File: config.mk
export PLATFORM = sky130hd
export DESIGN_NAME = keyvalue_param_flat
export DESIGN_NICKNAME = d
export VERILOG_FILES = /design/src/rtl/keyvalue_param_if.sv /design/src/rtl/keyvalue_param.sv /design/src/flat_wrapper.sv
export SDC_FILE = /design/constraint.sdc
export NUM_CORES = 1
export LEC_CHECK = 0
export CORE_MARGIN = 4
export CORE_UTILIZATION = 51
export CTS_CLUSTER_SIZE = 10
export DETAILED_ROUTE_END_ITERATION = 16
export GPL_TIMING_DRIVEN = 0
export PLACE_DENSITY = 0.77
export SYNTH_ARGS = -nofsm -noshare
export SYNTH_HDL_FRONTEND = slang
export SYNTH_SLANG_ARGS = --single-unit
File: constraint.sdc
create_clock -name sys_clk -period 9.2 [get_ports sys_clk]
set_clock_uncertainty 0.2 [all_clocks]
set_input_delay 0.92 -clock sys_clk [delete_from_list [all_inputs] [get_ports sys_clk]]
set_output_delay 0.92 -clock sys_clk [all_outputs]
set_load 0.01 [all_outputs]
File: src/rtl/keyvalue_param_if.sv
// rtl/keyvalue_param_if.sv - bus bundle for the parametrised key/value table
interface keyvalue_param_if #(
  parameter int W     = 8,
  parameter int DEPTH = 8,
  parameter int IW    = $clog2(DEPTH)
);
  logic          CYC_i;
  logic          STB_i;
  logic [1:0]    OP_i;
  logic [W-1:0]  ADR_i;
  logic [W-1:0]  DAT_i;
  logic          STALL_o;
  logic          ACK_o;
  logic [W-1:0]  DAT_o;
  logic          HIT_o;
  logic          DUP_o;
  logic          ERR_o;
  logic          FULL_o;
  logic [IW:0]   COUNT_o;
  logic [W-1:0]  LA_o;

  modport master (
    output CYC_i, STB_i, OP_i, ADR_i, DAT_i,
    input  STALL_o, ACK_o, DAT_o, HIT_o, DUP_o, ERR_o, FULL_o, COUNT_o, LA_o
  );

  modport slave (
    input  CYC_i, STB_i, OP_i, ADR_i, DAT_i,
    output STALL_o, ACK_o, DAT_o, HIT_o, DUP_o, ERR_o, FULL_o, COUNT_o, LA_o
  );
endinterface

File: src/rtl/keyvalue_param.sv
// rtl/keyvalue_param.sv - DEPTH-entry key/value table with sequential scan lookup
module keyvalue_param #(
  parameter int W     = 8,
  parameter int DEPTH = 8,
  parameter int IW    = $clog2(DEPTH)
) (
  input  logic             sys_clk,
  input  logic             sys_rst_n,
  keyvalue_param_if.slave  bus
);

  typedef enum logic [1:0] {S_IDLE, S_SCAN, S_WRITE, S_RESP} state_t;

  localparam logic [1:0]    OP_LOOKUP  = 2'b00;
  localparam logic [1:0]    OP_RLOOKUP = 2'b01;
  localparam logic [1:0]    OP_INSERT  = 2'b10;
  localparam logic [1:0]    OP_DELETE  = 2'b11;
  localparam logic [IW-1:0] LAST_IDX   = IW'(DEPTH - 1);
  localparam logic [IW:0]   COUNT_MAX  = (IW+1)'(DEPTH);
  localparam logic [IW:0]   COUNT_ONE  = (IW+1)'(1);

  logic [W-1:0]     key_mem [DEPTH];
  logic [W-1:0]     val_mem [DEPTH];

  state_t           state_q;
  logic [1:0]       op_q;
  logic [W-1:0]     adr_q;
  logic [W-1:0]     din_q;
  logic [IW-1:0]    idx_q;
  logic [IW-1:0]    hit_idx_q;
  logic [IW-1:0]    free_idx_q;
  logic             hit_found_q;
  logic             free_found_q;
  logic [DEPTH-1:0] valid_q;
  logic [IW:0]      count_q;
  logic             stall_q;
  logic             ack_q;
  logic             hit_q;
  logic             dup_q;
  logic             err_q;
  logic [W-1:0]     dat_q;

  logic [W-1:0]     key_at;
  logic [W-1:0]     val_at;
  logic             match_c;
  logic             free_here;

  assign key_at    = key_mem[idx_q];
  assign val_at    = val_mem[idx_q];
  assign free_here = !valid_q[idx_q];

  // Match test for the entry under the scan pointer; reverse lookup compares values.
  always_comb begin
    match_c = 1'b0;
    if (op_q == OP_RLOOKUP) begin
      match_c = valid_q[idx_q] && (val_at == din_q);
    end else begin
      match_c = valid_q[idx_q] && (key_at == adr_q);
    end
  end

  // Table contents carry no reset; only the valid bits decide whether an entry is live.
  always_ff @(posedge sys_clk) begin
    if (state_q == S_WRITE && op_q == OP_INSERT) begin
      if (hit_found_q) begin
        val_mem[hit_idx_q] <= din_q;
      end else begin
        key_mem[free_idx_q] <= adr_q;
        val_mem[free_idx_q] <= din_q;
      end
    end
  end

  // Control FSM with registered bus outputs, valid bits and occupancy count.
  always_ff @(posedge sys_clk or negedge sys_rst_n) begin
    if (!sys_rst_n) begin
      state_q      <= S_IDLE;
      op_q         <= '0;
      adr_q        <= '0;
      din_q        <= '0;
      idx_q        <= '0;
      hit_idx_q    <= '0;
      free_idx_q   <= '0;
      hit_found_q  <= 1'b0;
      free_found_q <= 1'b0;
      valid_q      <= '0;
      count_q      <= '0;
      stall_q      <= 1'b0;
      ack_q        <= 1'b0;
      hit_q        <= 1'b0;
      dup_q        <= 1'b0;
      err_q        <= 1'b0;
      dat_q        <= '0;
    end else begin
      ack_q <= 1'b0;
      unique case (state_q)
        S_IDLE: begin
          if (bus.CYC_i && bus.STB_i) begin
            op_q         <= bus.OP_i;
            adr_q        <= bus.ADR_i;
            din_q        <= bus.DAT_i;
            idx_q        <= '0;
            hit_found_q  <= 1'b0;
            free_found_q <= 1'b0;
            stall_q      <= 1'b1;
            state_q      <= S_SCAN;
          end
        end
        S_SCAN: begin
          if (free_here && !free_found_q) begin
            free_found_q <= 1'b1;
            free_idx_q   <= idx_q;
          end
          if (match_c) begin
            hit_found_q <= 1'b1;
            hit_idx_q   <= idx_q;
            if (op_q == OP_LOOKUP || op_q == OP_RLOOKUP) begin
              // Lookups answer straight from the scan; no table update needed.
              dat_q   <= (op_q == OP_LOOKUP) ? val_at : key_at;
              hit_q   <= 1'b1;
              dup_q   <= 1'b0;
              err_q   <= 1'b0;
              ack_q   <= bus.CYC_i;
              state_q <= S_RESP;
            end else begin
              state_q <= S_WRITE;
            end
          end else if (idx_q == LAST_IDX) begin
            // A free slot may be the last entry itself, not yet in free_found_q.
            if (op_q == OP_INSERT && (free_found_q || free_here)) begin
              state_q <= S_WRITE;
            end else begin
              dat_q   <= '0;
              hit_q   <= 1'b0;
              dup_q   <= 1'b0;
              err_q   <= 1'b1;
              ack_q   <= bus.CYC_i;
              state_q <= S_RESP;
            end
          end else begin
            idx_q <= idx_q + 1'b1;
          end
        end
        S_WRITE: begin
          if (op_q == OP_INSERT) begin
            if (!hit_found_q && count_q != COUNT_MAX) begin
              valid_q[free_idx_q] <= 1'b1;
              count_q             <= count_q + COUNT_ONE;
            end
          end else if (op_q == OP_DELETE && hit_found_q && count_q != '0) begin
            valid_q[hit_idx_q] <= 1'b0;
            count_q            <= count_q - COUNT_ONE;
          end
          dat_q   <= hit_found_q ? W'(hit_idx_q) : W'(free_idx_q);
          hit_q   <= hit_found_q;
          dup_q   <= hit_found_q && (op_q == OP_INSERT);
          err_q   <= 1'b0;
          ack_q   <= bus.CYC_i;
          state_q <= S_RESP;
        end
        S_RESP: begin
          stall_q <= 1'b0;
          state_q <= S_IDLE;
        end
      endcase
    end
  end

  assign bus.STALL_o = stall_q;
  assign bus.ACK_o   = ack_q;
  assign bus.DAT_o   = dat_q;
  assign bus.LA_o    = dat_q;
  assign bus.HIT_o   = hit_q;
  assign bus.DUP_o   = dup_q;
  assign bus.ERR_o   = err_q;
  assign bus.COUNT_o = count_q;
  assign bus.FULL_o  = (count_q == COUNT_MAX);

endmodule

File: src/flat_wrapper.sv
// flat-port wrapper written by rule: the top's interface ports become plain ports
module keyvalue_param_flat 
#(
  parameter int W     = 8,
  parameter int DEPTH = 8,
  parameter int IW    = $clog2(DEPTH)
)
  (sys_clk, sys_rst_n, bus_CYC_i, bus_STB_i, bus_OP_i, bus_ADR_i, bus_DAT_i, bus_STALL_o, bus_ACK_o, bus_DAT_o, bus_HIT_o, bus_DUP_o, bus_ERR_o, bus_FULL_o, bus_COUNT_o, bus_LA_o);
  keyvalue_param_if #(.W(W), .DEPTH(DEPTH), .IW(IW)) bus_i ();
  input  logic sys_clk;
  input  logic sys_rst_n;
  input wire logic [$bits(bus_i.CYC_i)-1:0] bus_CYC_i;
  input wire logic [$bits(bus_i.STB_i)-1:0] bus_STB_i;
  input wire logic [$bits(bus_i.OP_i)-1:0] bus_OP_i;
  input wire logic [$bits(bus_i.ADR_i)-1:0] bus_ADR_i;
  input wire logic [$bits(bus_i.DAT_i)-1:0] bus_DAT_i;
  output wire logic [$bits(bus_i.STALL_o)-1:0] bus_STALL_o;
  output wire logic [$bits(bus_i.ACK_o)-1:0] bus_ACK_o;
  output wire logic [$bits(bus_i.DAT_o)-1:0] bus_DAT_o;
  output wire logic [$bits(bus_i.HIT_o)-1:0] bus_HIT_o;
  output wire logic [$bits(bus_i.DUP_o)-1:0] bus_DUP_o;
  output wire logic [$bits(bus_i.ERR_o)-1:0] bus_ERR_o;
  output wire logic [$bits(bus_i.FULL_o)-1:0] bus_FULL_o;
  output wire logic [$bits(bus_i.COUNT_o)-1:0] bus_COUNT_o;
  output wire logic [$bits(bus_i.LA_o)-1:0] bus_LA_o;
  assign bus_i.CYC_i = bus_CYC_i;
  assign bus_i.STB_i = bus_STB_i;
  assign bus_i.OP_i = bus_OP_i;
  assign bus_i.ADR_i = bus_ADR_i;
  assign bus_i.DAT_i = bus_DAT_i;
  assign bus_STALL_o = bus_i.STALL_o;
  assign bus_ACK_o = bus_i.ACK_o;
  assign bus_DAT_o = bus_i.DAT_o;
  assign bus_HIT_o = bus_i.HIT_o;
  assign bus_DUP_o = bus_i.DUP_o;
  assign bus_ERR_o = bus_i.ERR_o;
  assign bus_FULL_o = bus_i.FULL_o;
  assign bus_COUNT_o = bus_i.COUNT_o;
  assign bus_LA_o = bus_i.LA_o;
  keyvalue_param #(.W(W), .DEPTH(DEPTH), .IW(IW)) u_core (.sys_clk(sys_clk), .sys_rst_n(sys_rst_n), .bus(bus_i));
endmodule
==> qor.yml <==
drive_gt1_share_pct: 15.1
grtUsageTotal_pct: 21.5
nFillCells: 1240
antenna_cells: 0
postCtsSetupRepairBufs: 0
cp_num_cells: 11
crit_path_start: "u_core.idx_q[0]"
synthFlopType: "edfxtp_1"
core_sq_um: 15900
synth-simple-area-share_pct: 7.98
crit_arrival_ns: 4.97
fin_setup_tns_ns: 0
fin_util_pct: 60.4
crit_path_start_kind: "register"
reg2regPathDepth: 11
tightest_slew_ns: 1.36
synthDistinctLibCells: 56
cts_tree: "yes"
leakage_uw: 0.00350
worstPathCellList: "buf_4 -> buf_2 -> buf_1 -> mux2i_1 -> xor2_1 -> nand4b_1 -> nor4_1 -> a32oi_1 -> buf_2 -> nor3_1 -> a22o_1"
crit_family: "buffers and inverters"
whs_ns: 0.274
fin_crit_sh_pct: 52.3
avgSynthCellArea_sq_um: 14.3
grt_pass1_vias: 5307
path_buf_inv: 4
num_rows: 46
grt-ovfl-total: 0
yosys.cell_count.top_type: "edfxtp_1"
synth-compound-area-share_pct: 7.78
die_w_um: 135
clock-sinks: 184
synthXorXnorAreaFrac_pct: 1.48
synth_top_family_by_area: "multiplexers"
antenna_found_initial: 0
syn_area_sq_um: 8270
syn_inst: 577
vias: 5152
required_ns: 9.36
grt_max_degree: 37
drc_errors: 0
drt-wirelength-per-cell_um: 21.4
synthesis.nets: 609
maxCapViolCount: 0
htreeDepth: 4
final_cells: 873
rr_startpoint: "u_core.idx_q[0]"
layout_setup_ws_ns: 4.39
finalHoldViolCount: 0
cts_buffer_depth: 2
drt_wl_total_um: 18700
worstSetupEndpointType: "register"
setup_viol: 0
routabilityCongestion: 0.864
synthTopCellsByCount: "128 x edfxtp_1, 56 x dfrtp_1, 49 x mux2i_1, 38 x nor2_1, 36 x nand2_1"
die_h_um: 135
ir_worst_vdd_uv: 185
synth_mux_area_share_pct: 15.1
vias_per_cell: 5.90
timing.slew.headroom_pct: 8.49
finalMaxSlewViolations: 0
dr.pass1.iters: 6
drtIter0Drc: 510
crit_fanout: 10
synth_fa_ha_area_share_pct: 1.60
io_buffers: 47
clock_latency_ns: 0.43
antenna_left: 0
fin_crit_ns: 4.81
synth-seq-cells: 184
fmax_ghz: 0.208
pin_count: 48
clk_pin_slew_worst_paths_ns: 0.07
synth-edff-count: 128
ys_warn_count: 0
ctsHoldBuffers: 0
status: "finished clean"
synth_area_leader_cell: "edfxtp_1"
dpl.hpwl_um: 13000
areaGrowthSynthToFinish_pct: 16.0
post_cts_resized: 0
hold_path_class: "primary input to asynchronous set/reset pin"
synth_top_area_share_pct: 46.5
initial_utilization_pct: 52.0
synthTopCellsByArea: "edfxtp_1 47%, dfrtp_1 17%, mux2i_1 5.9%, mux2_2 4.1%, mux4_2 3.0%"
critical_path_class: "register to register"
p_per_area_nw_per_um2: 314
clockRootBuffer: "clkbuf_16"
grt_pass1_wl_um: 29500
synth-async-reset-ratio_pct: 30.4
rsz0062_at_grt: "false"
critPathSlowestCell: "buf_1"
cp_common_cell: "buf_2"
cp_slowest_stage_delay_ns: 0.73
placedCellCount: 841
pre_cts_slack_ns: 4.44
cts_made_buffers: 17
dieArea_sq_um: 18300
ys_seq_area_share_pct: 63.5
final_nets: 676
==> kinds of logic (layout without fill, tap and decap cells) <==
kind of cell,count (synthesis),after routing
compound gates,93,93
xor+xnor,14,14
fa+ha+maj,10,10
buf+inv,41,121
flops,184,184
mux,100,100
simple gates,135,135
==> flip-flops by register name, indices dropped and copies added (netlist names) <==
register             cells
u_core.free_idx_q        3
u_core.free_found_q      1
u_core.din_q             8
u_core.hit_found_q       1
u_core.hit_idx_q         3
u_core.bus.DAT_o         8
u_core.bus.HIT_o         1
u_core.idx_q             3
u_core.bus.ACK_o         1
u_core.adr_q             8
u_core.bus.COUNT_o       4
u_core.key_mem          64
u_core.bus.ERR_o         1
u_core.op_q              2
u_core.bus.STALL_o       1
u_core.state_q           2
u_core.valid_q           8
u_core.bus.DUP_o         1
u_core.val_mem          64
==> worst paths after layout <==
kind | endpoint | slack, ns
max | u_core.bus.DAT_o[3] | 4.39
min | u_core.state_q[0] | 0.27
max reg2reg | u_core.bus.DAT_o[3] | 4.39
min reg2reg | u_core.bus.DUP_o | 0.30
max in group asynchronous | u_core.valid_q[3] | 7.93
min in group sys_clk | u_core.bus.DUP_o | 0.30
==> metal layers <==
| layer | vias up | wire (um) | GRT usage, % |
|---|---|---|---|
| li1 | 2341 | - | - |
| met1 | 2554 | 7810 | 29.1 |
| met2 | 234 | 9210 | 34.8 |
| met3 | 23 | 1370 | 5.65 |
| met4 | 0 | 287 | 6.05 |
| met5 | - | 0 | 0 |
==> where the power goes <==
group	internal, uW	switching (uW)
Clock	384	313
Combinational	469	595
Sequential	1080	167
Total	1930	1080
==> cell usage in the layout (no fill, tap or decap), drive strengths merged, types with 7 or more instances in the layout <==
master,netlist,layout
clkbuf,8,28
o21ai,13,13
a21oi,20,20
clkdlybuf4s50,0,46
mux4,15,15
mux2i,50,50
a31oi,15,15
a22o,11,11
inv,9,14
dfrtp,56,56
edfxtp,128,128
ha,9,9
mux2,35,35
nand2,36,36
buf,24,26
nor3,14,14
nor2,38,38
a22oi,9,9
nand2b,7,7
xnor2,11,11
==> per-stage QoR <==
step	cell area (sq um)	total power (uW)
2_1_floorplan	8270	1960
3_3_place_gp	9010	2270
3_5_place_dp	9020	2310
4_1_cts	9580	3010
5_1_grt	9590	3170
6_report	9590	3010
==> layout make-up <==
class / instances / area, sq um / area share [%]
Tap cell: 216 / 270 / 2.82
Clock inverter: 12 / 115 / 1.20
Timing Repair Buffer: 48 / 485 / 5.06
Sequential cell: 184 / 5250 / 54.7
Buffer: 32 / 178 / 1.85
Clock buffer: 20 / 447 / 4.66
Inverter: 9 / 33.8 / 0.352
Multi-Input combinational cell: 352 / 2810 / 29.3
(Power assumes the default switching activity.)
